File: src/rtl/mips_pkg.sv
// Shared MIPS opcode/funct constants, instruction field positions and decode record.
package mips_pkg;

   localparam int unsigned INSTR_W = 32;
   localparam int unsigned FIELD_W = 5;

   localparam int unsigned OP_HI = 31;
   localparam int unsigned OP_LO = 26;
   localparam int unsigned RT_HI = 20;
   localparam int unsigned RT_LO = 16;
   localparam int unsigned RD_HI = 15;
   localparam int unsigned RD_LO = 11;
   localparam int unsigned FN_HI = 5;
   localparam int unsigned FN_LO = 0;

   localparam logic [5:0] OP_R   = 6'h00;
   localparam logic [5:0] OP_J   = 6'h02;
   localparam logic [5:0] OP_JAL = 6'h03;
   localparam logic [5:0] OP_BEQ = 6'h04;
   localparam logic [5:0] OP_ORI = 6'h0D;
   localparam logic [5:0] OP_LUI = 6'h0F;
   localparam logic [5:0] OP_LW  = 6'h23;
   localparam logic [5:0] OP_SW  = 6'h2B;

   localparam logic [5:0] FN_JR   = 6'h08;
   localparam logic [5:0] FN_ADDU = 6'h21;
   localparam logic [5:0] FN_SUBU = 6'h23;
   localparam logic [5:0] FN_SLT  = 6'h2A;

   localparam logic [1:0] WD_ALU = 2'd0;
   localparam logic [1:0] WD_DM  = 2'd1;
   localparam logic [1:0] WD_PC8 = 2'd2;

   localparam logic [FIELD_W-1:0] REG_RA = 5'd31;

   typedef struct packed {
      logic [FIELD_W-1:0] a3;
      logic               wr;
      logic [1:0]         wd_sel;
      logic [1:0]         tnew_base;
      logic               is_slt;
   } dec_t;

endpackage

File: src/rtl/instr_decode.sv
// Purely combinational instruction decode: destination, write enable, write-data
// source and E-stage-relative Tnew. Shared by the D-stage controller.
module instr_decode
   import mips_pkg::*;
(
   input  logic [INSTR_W-1:0] instr,
   output dec_t               dec
);

   logic [5:0]         op;
   logic [5:0]         fn;
   logic [FIELD_W-1:0] rt;
   logic [FIELD_W-1:0] rd;
   logic               unused_fields;

   assign op = instr[OP_HI:OP_LO];
   assign fn = instr[FN_HI:FN_LO];
   assign rt = instr[RT_HI:RT_LO];
   assign rd = instr[RD_HI:RD_LO];
   // rs and shamt never select a destination
   assign unused_fields = ^{instr[25:21], instr[10:6]};

   // Anything not listed (including sw, beq, j, jr) decodes as a NOP
   always_comb begin
      dec = '0;
      case (op)
         OP_R: begin
            case (fn)
               FN_ADDU, FN_SUBU: begin
                  dec.a3        = rd;
                  dec.wr        = 1'b1;
                  dec.tnew_base = 2'd1;
               end
               FN_SLT: begin
                  dec.a3        = rd;
                  dec.wr        = 1'b1;
                  dec.tnew_base = 2'd1;
                  dec.is_slt    = 1'b1;
               end
               default: dec = '0;
            endcase
         end
         OP_ORI, OP_LUI: begin
            dec.a3        = rt;
            dec.wr        = 1'b1;
            dec.tnew_base = 2'd1;
         end
         OP_LW: begin
            dec.a3        = rt;
            dec.wr        = 1'b1;
            dec.wd_sel    = WD_DM;
            dec.tnew_base = 2'd2;
         end
         OP_JAL: begin
            dec.a3     = REG_RA;
            dec.wr     = 1'b1;
            dec.wd_sel = WD_PC8;
         end
         default: dec = '0;
      endcase
   end

endmodule

File: src/rtl/pipe_stage_ctrl.sv
// One pipeline register plus per-stage decode (A3, regwrite, wd_sel, Tnew); the W
// instance also counts retired instructions. COND_WB_EN adds a conditional slt write.
module pipe_stage_ctrl
   import mips_pkg::*;
#(
   parameter int unsigned STAGE   = 3,
   parameter int unsigned DATA_W  = 32,
   parameter int unsigned RADDR_W = 5,
   parameter int unsigned CNT_W   = 32
) (
   input  logic               clk,
   input  logic               reset,
   input  logic               stall,
   input  logic               flush,
   input  logic               valid_in,
   input  logic [DATA_W-1:0]  instr_in,
   input  logic [DATA_W-1:0]  pc_in,
   input  logic               cond_in,
   output logic               valid,
   output logic [DATA_W-1:0]  instr,
   output logic [DATA_W-1:0]  pc,
   output logic [RADDR_W-1:0] A3,
   output logic               regwrite,
   output logic [1:0]         wd_sel,
   output logic [1:0]         Tnew,
   output logic [CNT_W-1:0]   retire_cnt
);

   if (STAGE < 1 || STAGE > 3) begin : g_bad_stage
      $error("pipe_stage_ctrl: STAGE must be 1, 2 or 3");
   end
   if (DATA_W < INSTR_W || RADDR_W < FIELD_W) begin : g_bad_width
      $error("pipe_stage_ctrl: DATA_W must be >= 32 and RADDR_W >= 5");
   end

   localparam logic [1:0] STAGE_OFS = 2'(STAGE - 1);

   dec_t dec;
   logic load;
   logic cond_ok;

   assign load = !flush && !stall;

   // Pipeline register: reset > flush > stall > load
   always_ff @(posedge clk) begin
      if (reset || flush) begin
         valid <= 1'b0;
         instr <= '0;
         pc    <= '0;
      end else if (!stall) begin
         valid <= valid_in;
         instr <= instr_in;
         pc    <= pc_in;
      end
   end

`ifdef COND_WB_EN
   logic cond_q;

   always_ff @(posedge clk) begin
      if (reset || flush) begin
         cond_q <= 1'b0;
      end else if (!stall) begin
         cond_q <= cond_in;
      end
   end

   assign cond_ok = !dec.is_slt || cond_q;
`else
   logic unused_cond;

   assign unused_cond = ^{cond_in, dec.is_slt};
   assign cond_ok     = 1'b1;
`endif

   instr_decode u_decode (
      .instr (instr[INSTR_W-1:0]),
      .dec   (dec)
   );

   // Bubbles decode to all-zero; $0 is never written
   always_comb begin
      A3       = '0;
      regwrite = 1'b0;
      wd_sel   = WD_ALU;
      Tnew     = 2'd0;
      if (valid) begin
         A3       = RADDR_W'(dec.a3);
         regwrite = dec.wr && cond_ok && (dec.a3 != '0);
         wd_sel   = dec.wd_sel;
         Tnew     = (dec.tnew_base > STAGE_OFS) ? (dec.tnew_base - STAGE_OFS) : 2'd0;
      end
   end

   if (STAGE == 3) begin : g_retire
      logic [CNT_W-1:0] cnt_q;

      always_ff @(posedge clk) begin
         if (reset) begin
            cnt_q <= '0;
         end else if (load && valid_in) begin
            cnt_q <= cnt_q + CNT_W'(1);
         end
      end

      assign retire_cnt = cnt_q;
   end else begin : g_no_retire
      assign retire_cnt = '0;
   end

endmodule

File: config.mk
export PLATFORM = sky130hd
export DESIGN_NAME = pipe_stage_ctrl
export DESIGN_NICKNAME = d
export VERILOG_FILES = /design/src/rtl/mips_pkg.sv /design/src/rtl/instr_decode.sv /design/src/rtl/pipe_stage_ctrl.sv
export SDC_FILE = /design/constraint.sdc
export NUM_CORES = 1
export LEC_CHECK = 0
export CAP_MARGIN = 30
export CORE_MARGIN = 1.5
export CORE_UTILIZATION = 30
export CTS_CLUSTER_SIZE = 20
export DETAILED_ROUTE_END_ITERATION = 12
export PLACE_DENSITY = 0.67
export SLEW_MARGIN = 40
export SYNTH_ARGS = -nofsm -noshare
export SYNTH_HDL_FRONTEND = slang
export SYNTH_SLANG_ARGS = --single-unit
File: constraint.sdc
create_clock -name clk -period 3.2 [get_ports clk]
set_clock_uncertainty 0.2 [all_clocks]
set_input_delay 0.64 -clock clk [delete_from_list [all_inputs] [get_ports clk]]
set_output_delay 0.64 -clock clk [all_outputs]
set_load 0.01 [all_outputs]
# ---- Word level (Yosys, flattened, before mapping)
# Cells that the tools add are included.
# W data, S select, Z words.
dict set report word_totals {
  ff_bits 97
  output_inout_bits 107
  wordCells 35
  input_bits 70
}
dict set report op_classes {
  n_lt_le_gt_ge 1
  muxes 10
  reduce_logical 11
  n_addsub 2
  eq_ne 7
}
# cell n
set ops {}
lappend ops {{$add A32 B1 Y32 const B} 1}
lappend ops {{$eq A6 B6 Y1 const B} 4}
lappend ops {{$pmux W6 S3} 1}
lappend ops {{$eq A6 B4 Y1 const B} 2}
lappend ops {{$eq A6 B2 Y1 const B} 1}
lappend ops {{$logic_not A6 Y1} 1}
lappend ops {{$mux W2} 3}
lappend ops {{$mux W6} 1}
lappend ops {{$pmux W2 S3} 1}
lappend ops {{$reduce_or A3 Y1} 2}
lappend ops {{$mux W5} 1}
lappend ops {{$reduce_bool A5 Y1} 1}
lappend ops {{$pmux W2 S2} 1}
lappend ops {{$logic_and A1 B1 Y1} 3}
lappend ops {{$gt A2 B2 Y1 const B} 1}
lappend ops {{$logic_not A1 Y1} 2}
lappend ops {{$mux W1} 2}
lappend ops {{$reduce_or A2 Y1} 1}
lappend ops {{$sub A2 B2 Y2 const B} 1}
lappend ops {{$logic_or A1 B1 Y1} 1}

# ---- Longest topological paths before layout
# Gate-level depths: netlist (run 1).
dict set report depth {
  ltp_word 7
  depth_mapped 7
  depth_no_buf 5
}

# ---- By module
# Synthesis (run 1) repeated with hierarchy kept, for this count alone.
dict set report unflattened {
  cells_unflattened 419
  area_unflattened_um2 4035.1
}
# module area_per_inst_um2 instances cells_per_inst
set by_module_without_submodules {}
lappend by_module_without_submodules {pipe_stage_ctrl 3829.9 1 395}
lappend by_module_without_submodules {instr_decode 205.2 1 24}

# ---- Worst setup path before layout (run 1)
# No wires, ideal clock.
dict set report synth_path {
  kind {reg-to-output}
  start {reg instr[0]}
  end {out regwrite}
  path_slack_ps 882
  required_ps 2360
  stages_incl_launch_ff 5
  arrival_ps 1478
  cell_sequence {dfxtp_1 nand2b_1 a2111oi_2 o211ai_1 a31oi_1}
}
dict set report synth_between {
  elab_chain_cells 7
  elab_cells_between_ends 9
  cone_classes {eq/ne (3); mux (3); reduce/logical (3)}
}
# element line_no
set synth_lines {}
lappend synth_lines {{from (decl)} pipe_stage_ctrl.sv:20} ;# output logic [DATA_W-1:0] instr,
lappend synth_lines {{from (signal assigned)} pipe_stage_ctrl.sv:52} ;# instr <= instr_in;
lappend synth_lines {{$eq A6 B6 Y1, on equally long branches} n/a}
lappend synth_lines {{$reduce_or A3 Y1 (no line) *} n/a}
lappend synth_lines {{$mux W6 *} instr_decode.sv:28} ;# case (fn)
lappend synth_lines {{$pmux W6 S3 *} instr_decode.sv:26} ;# case (op)
lappend synth_lines {{$reduce_bool A5 Y1} pipe_stage_ctrl.sv:89} ;# regwrite = dec.wr && cond_ok && (dec.a3 != '0);
lappend synth_lines {{$logic_and A1 B1 Y1 *} pipe_stage_ctrl.sv:89}
lappend synth_lines {{$mux W1 *} pipe_stage_ctrl.sv:87} ;# if (valid) begin
lappend synth_lines {{to (decl)} pipe_stage_ctrl.sv:23} ;# output logic regwrite,
# Every way passes the cells marked *; elsewhere a longest branch is shown, timed or not.

# ---- Worst setup path after layout (run 1)
# Ends and elaborated chain as after synthesis.

==> results of run 1 <==
[power by group]
part / switching (uW) / internal (uW)
Combinational: 109 / 170
Sequential: 21.4 / 1230
Clock: 472 / 708
[layout by cell type, fill, tap and decap left out, drive strengths merged, types with 9 or more instances in the layout]
cell           Yosys  routed
or3                9       9
clkbuf            14      10
nor2              82      82
dfxtp             97      97
nand3             11      11
a21oi             24      24
clkdlybuf4s50      0     172
or4               12      12
o31ai              9       9
nand2             14      14
mux2i             65      65
[sequential cells by signal (all words and copies together), names as in the netlist]
signal	count
pc	32
instr	32
retire_cnt	32
valid	1
[through the flow]
stage               cells  setup WS [ps]  total power (uW)  hold WS [ps]
floorplan             429            882              1400           308
global placement      757            260              1560           275
detailed placement    757            133              1560           287
CTS                   773           94.8              2750           304
global route          773           2.07              2830           324
finish                773            103              2710           299
[worst max-delay path, cell delays in order, from the launching register on]
cell             delay, ps
dfxtp_1                340
nand2b_1               170
a2111oi_2              370
buf_4                  200
o211ai_1                80
a31oi_1                200
clkdlybuf4s50_1        560
[layout make-up]
class                   count  area share (%)
well taps                 176            3.51
clock buffers              10            3.81
repair buffers            180            28.6
multi-input cells         298            31.3
clock inverters             6            1.42
flip-flops and latches     97            31.0
inverters                   6           0.359
[worst max-delay path by stage]
| stage | slack, ps | start | to |
|---|---|---|---|
| 2_1_floorplan | 880 | instr[0] | regwrite |
| 3_3_place_gp | 260 | valid_in | retire_cnt[29] |
| 3_5_place_dp | 130 | valid_in | retire_cnt[29] |
| 4_1_cts | 90 | instr[0] | A3[1] |
| 5_1_grt | 2 | instr[0] | A3[2] |
| 6_report | 100 | instr[0] | regwrite |
[cells by family (layout without fill, tap and decap cells)]
kind of cell	after synthesis	after routing	share of synthesized area, %
simple gates	166	166	20.7
flops	97	97	48.0
mux	71	71	17.8
compound gates	50	50	7.67
buf+inv	34	202	3.77
xor+xnor	8	8	1.73
fa+ha+maj	1	1	0.309
other cells	1	2	0.0927
[timing repair]
action,CTS,global route
gates resized for setup,0,2
hold endpoints to repair,0,0
endpoints found under the setup margin,0,4
[metal layers]
metal	GRT usage (%)	vias to the layer above	wire (um)
met5	0	-	0
li1	-	1833	-
met2	24.7	130	5290
met3	3.21	19	577
met1	20.0	1799	5030
met4	8.21	0	312
==> impl_metrics.json, run 1 <==
{
  "track_usage_pct": 15.6,
  "die_h_um": 119,
  "postRouteAntennaNets": 0,
  "multiInputGateArea_um2": 1960,
  "worstHoldStart": "pc[23]",
  "status": "finished clean",
  "regArea_um2": 1940,
  "layout_worst_path_cycle_share_pct": 96.8,
  "drc_errors": 0,
  "gp_congestion": 0.833,
  "vias": 3781,
  "crit_type": "register to primary output",
  "rrSetupSlack_ps": 900,
  "fin_util_pct": 47.5,
  "portBuffers": 173,
  "synthTopCellsByArea": "dfxtp_1, mux2i_1, nor2_1",
  "initial_core_util_pct": 30.7,
  "postPlaceCellArea_um2": 5930,
  "synth_top_cell_by_area": "dfxtp_1",
  "synth_commonest_cells": "dfxtp_1, nor2_1, mux2i_1",
  "cts_hold_buf": 0,
  "num_antenna_cells": 0,
  "synth_area_per_cell_um2": 9.45,
  "worst_pin_slew_ps": 606,
  "leakage_uw": 0.00233,
  "setup_tns_ps": 0,
  "cp.arrival_ps": 2260,
  "grt_pass1_wl_um": 17800,
  "wire_per_inst_um": 14.5,
  "ys.flop_type": "dfxtp_1",
  "grt_overflow": 0,
  "cts_tree": "done",
  "fmax_mhz": 323,
  "drtPass1Iterations": 4,
  "cp-end-kind": "primary output",
  "cp_max_fo": 6,
  "cap_violations": 0,
  "antenna_found_initial": 0,
  "synth.yosys.warnings": 0,
  "yosysSeqAreaShare_pct": 48.0,
  "cts.sinks": 97,
  "core_area_um2": 13200,
  "grt_max_degree": 39,
  "ys_types": 43,
  "setup_violations": 0,
  "rsz0062_at_grt": "false",
  "wl_um": 11200,
  "min_to": "pc[23]",
  "row_count": 42,
  "relSlewSlack_pct": 59.6,
  "synth_edf_count": 0,
  "fin_crit_ps": 3100,
  "crit_required_ps": 2360,
  "syn_inst": 428,
  "cts_buffers": 9,
  "via_per_inst": 4.89,
  "dieArea_um2": 14200,
  "post_cts_buffers": 0,
  "whs_path_depth": 2,
  "clk_pin_slew_worst_paths_ps": 70,
  "stdcell_area_um2": 6270,
  "nFillCells": 1228,
  "yosysMostFrequentCell": "dfxtp_1",
  "h-tree-depth": 3,
  "ios": 177,
  "layout-drive-gt1-share_pct": 7.04,
  "clock_latency_ps": 340,
  "startpoint_type": "register",
  "final_nets": 663,
  "hold_violations": 0,
  "drv_slew": 0,
  "syn_area_um2": 4050,
  "die_width_um": 119,
  "r2r_end": "retire_cnt[31]",
  "ir_worst_vdd_mv": 0.187,
  "p_per_area_nw_per_um2": 433,
  "max-clock-path-buffers": 2,
  "reg2reg_depth": 4,
  "synthArstFlopShare_pct": 0,
  "drt_iter0_drc": 197,
  "cts-root-buf": "clkbuf_16",
  "synth.top_cell.area_share_pct": 48.0,
  "hold_class": "register to register",
  "area_growth_pct": 55.0,
  "r2r-start": "retire_cnt[11]",
  "dp_hpwl_um": 7970,
  "synth-seq-cells": 97,
  "grt_pass1_vias": 3623
}
(Power assumes the default switching activity.)
==> inputs of run 2 (changes only) <==
- ABC_AREA: default -> 0
- CORE_ASPECT_RATIO: default -> 0.8
==> run 2 against run 1 <==
  * Design area down 0.88%
  * Register-to-register slack got worse by 50 ps
  * Critical path type unchanged
  * Sequential power about the same
  * Clock power fell by 14%
  * Critical path depth is 1 lower
  * Die area about the same
  * Non-clock buffer count did not move
  * Critical endpoint unchanged
  * First-iteration DRC count is 3.6% lower
  * Hold slack got worse by 5.3 ps
  * Largest power group unchanged
  * Worst setup slack improved by 27 ps
  * Combinational power about the same
==> impl_metrics.json, run 2 (same netlist as run 1, synthesis figures left out) <==
{
  "row_count": 37,
  "grt_pass1_vias": 3471,
  "clk_pin_slew_worst_paths_ps": 70,
  "drv_slew": 0,
  "setup_ws_ps": 130,
  "max_stage_delay_ps": 560,
  "grt_overflow": 0,
  "die_width_um": 133,
  "ir_worst_vdd_mv": 0.263,
  "fin_crit_ps": 3070,
  "post-place-ws_ps": 238,
  "setup_tns_ps": 0,
  "cp-end-kind": "primary output",
  "ios": 177,
  "startpoint_type": "register",
  "clock_latency_ps": 350,
  "dp_hpwl_um": 8020,
  "leakage_uw": 0.00231,
  "final_common_cell": "clkdlybuf4s50_1",
  "max-clock-path-buffers": 2,
  "crit_required_ps": 2360,
  "vias": 3687,
  "portBuffers": 173,
  "die_h_um": 107,
  "cts-root-buf": "clkbuf_16",
  "track_usage_pct": 15.5,
  "num_antenna_cells": 0,
  "critPathBufInv": 1,
  "relSlewSlack_pct": 55.3,
  "cts_buffers": 9,
  "rsz0062_at_grt": "false",
  "grt_pass1_wl_um": 17400,
  "cap_violations": 0,
  "hold_violations": 0,
  "fmax_mhz": 326,
  "setup_violations": 0,
  "stdcell_area_um2": 6220,
  "drc_errors": 0,
  "core_area_um2": 13000,
  "hold_class": "register to register",
  "cts_hold_buf": 0,
  "dieArea_um2": 14200,
  "area_growth_pct": 53.7,
  "initial_core_util_pct": 31.1,
  "crit_type": "register to primary output",
  "cts.sinks": 97,
  "grt_max_degree": 66,
  "wire_per_inst_um": 14.5,
  "status": "finished clean",
  "layout_common_cells": "clkdlybuf4s50_1, dfxtp_1, nor2_1",
  "antenna_found_initial": 0,
  "layout_worst_path_cycle_share_pct": 96.0,
  "final_nets": 663,
  "wl_um": 11200,
  "path_delay_family": "compound AO/OA/AOI/OAI gates",
  "cts_tree": "done",
  "rrSetupSlack_ps": 850,
  "critPathSlowestCell": "clkdlybuf4s50_1",
  "postPlaceCellArea_um2": 5910,
  "postRouteAntennaNets": 0,
  "nFillCells": 1241,
  "cp_max_fo": 7,
  "path_cells": "nor4_1, o211a_1, o211ai_1, a31oi_1, clkdlybuf4s50_1",
  "cp.arrival_ps": 2230,
  "layout-drive-gt1-share_pct": 6.71,
  "via_per_inst": 4.78,
  "h-tree-depth": 3,
  "drtPass1Iterations": 4,
  "worst_pin_slew_ps": 670,
  "drt_iter0_drc": 190,
  "gp_congestion": 0.831,
  "p_per_area_nw_per_um2": 411
}
run 2: repair_timing:
action	4_1_cts	5_1_grt
resized for setup	1	1
endpoints found under the setup margin	6	6
pin swaps	0	1
buffers inserted	0	1
run 2: final cells by class:
type,instances,area [um2],area share [%]
clock inverters,5,41.3,0.664
clock buffers,10,239,3.84
inverters,6,22.5,0.362
flip-flops and latches,97,1940,31.2
multi-input cells,298,1970,31.7
repair buffers,180,1780,28.7
well taps,175,219,3.52
run 2: worst paths after layout:
check              endpoint            from  cells after the start
max                regwrite       instr[31]                      5
max reg2reg  retire_cnt[27]  retire_cnt[12]                      4
min reg2reg           pc[7]           pc[7]                      2
min                   pc[7]           pc[7]                      2
run 2: routing by layer:
metal | wire, um | global-route usage, % | part of all wire (%) | up-vias
met4 | 217 | 6.20 | 1.9 | 0
met5 | 0 | 0 | 0 | -
met3 | 606 | 4.49 | 5.4 | 14
li1 | - | - | - | 1837
met1 | 5160 | 19.7 | 46 | 1724
met2 | 5180 | 24.7 | 46 | 112
run 2: stage by stage:
| step | cells | hold slack, ps | utilization [%] | total power [uW] |
|---|---|---|---|---|
| 3_5_place_dp | 755 | 284 | 45.4 | 1560 |
| 4_1_cts | 770 | 294 | 47.7 | 2590 |
| 6_report | 771 | 294 | 47.8 | 2560 |
| 2_1_floorplan | 429 | 308 | - | 1400 |
| 5_1_grt | 771 | 326 | 47.8 | 2670 |
| 3_3_place_gp | 755 | 273 | 45.4 | 1550 |
run 2: report_power, final:
part | internal (uW) | switching [uW]
sequential | 1230 | 21.9
clock | 551 | 473
combinational | 168 | 108
run 2: worst min-delay path: stages (launching register included):
cell and delay [ps]:
dfxtp_1 330, mux2i_1 70, nor2_1 70
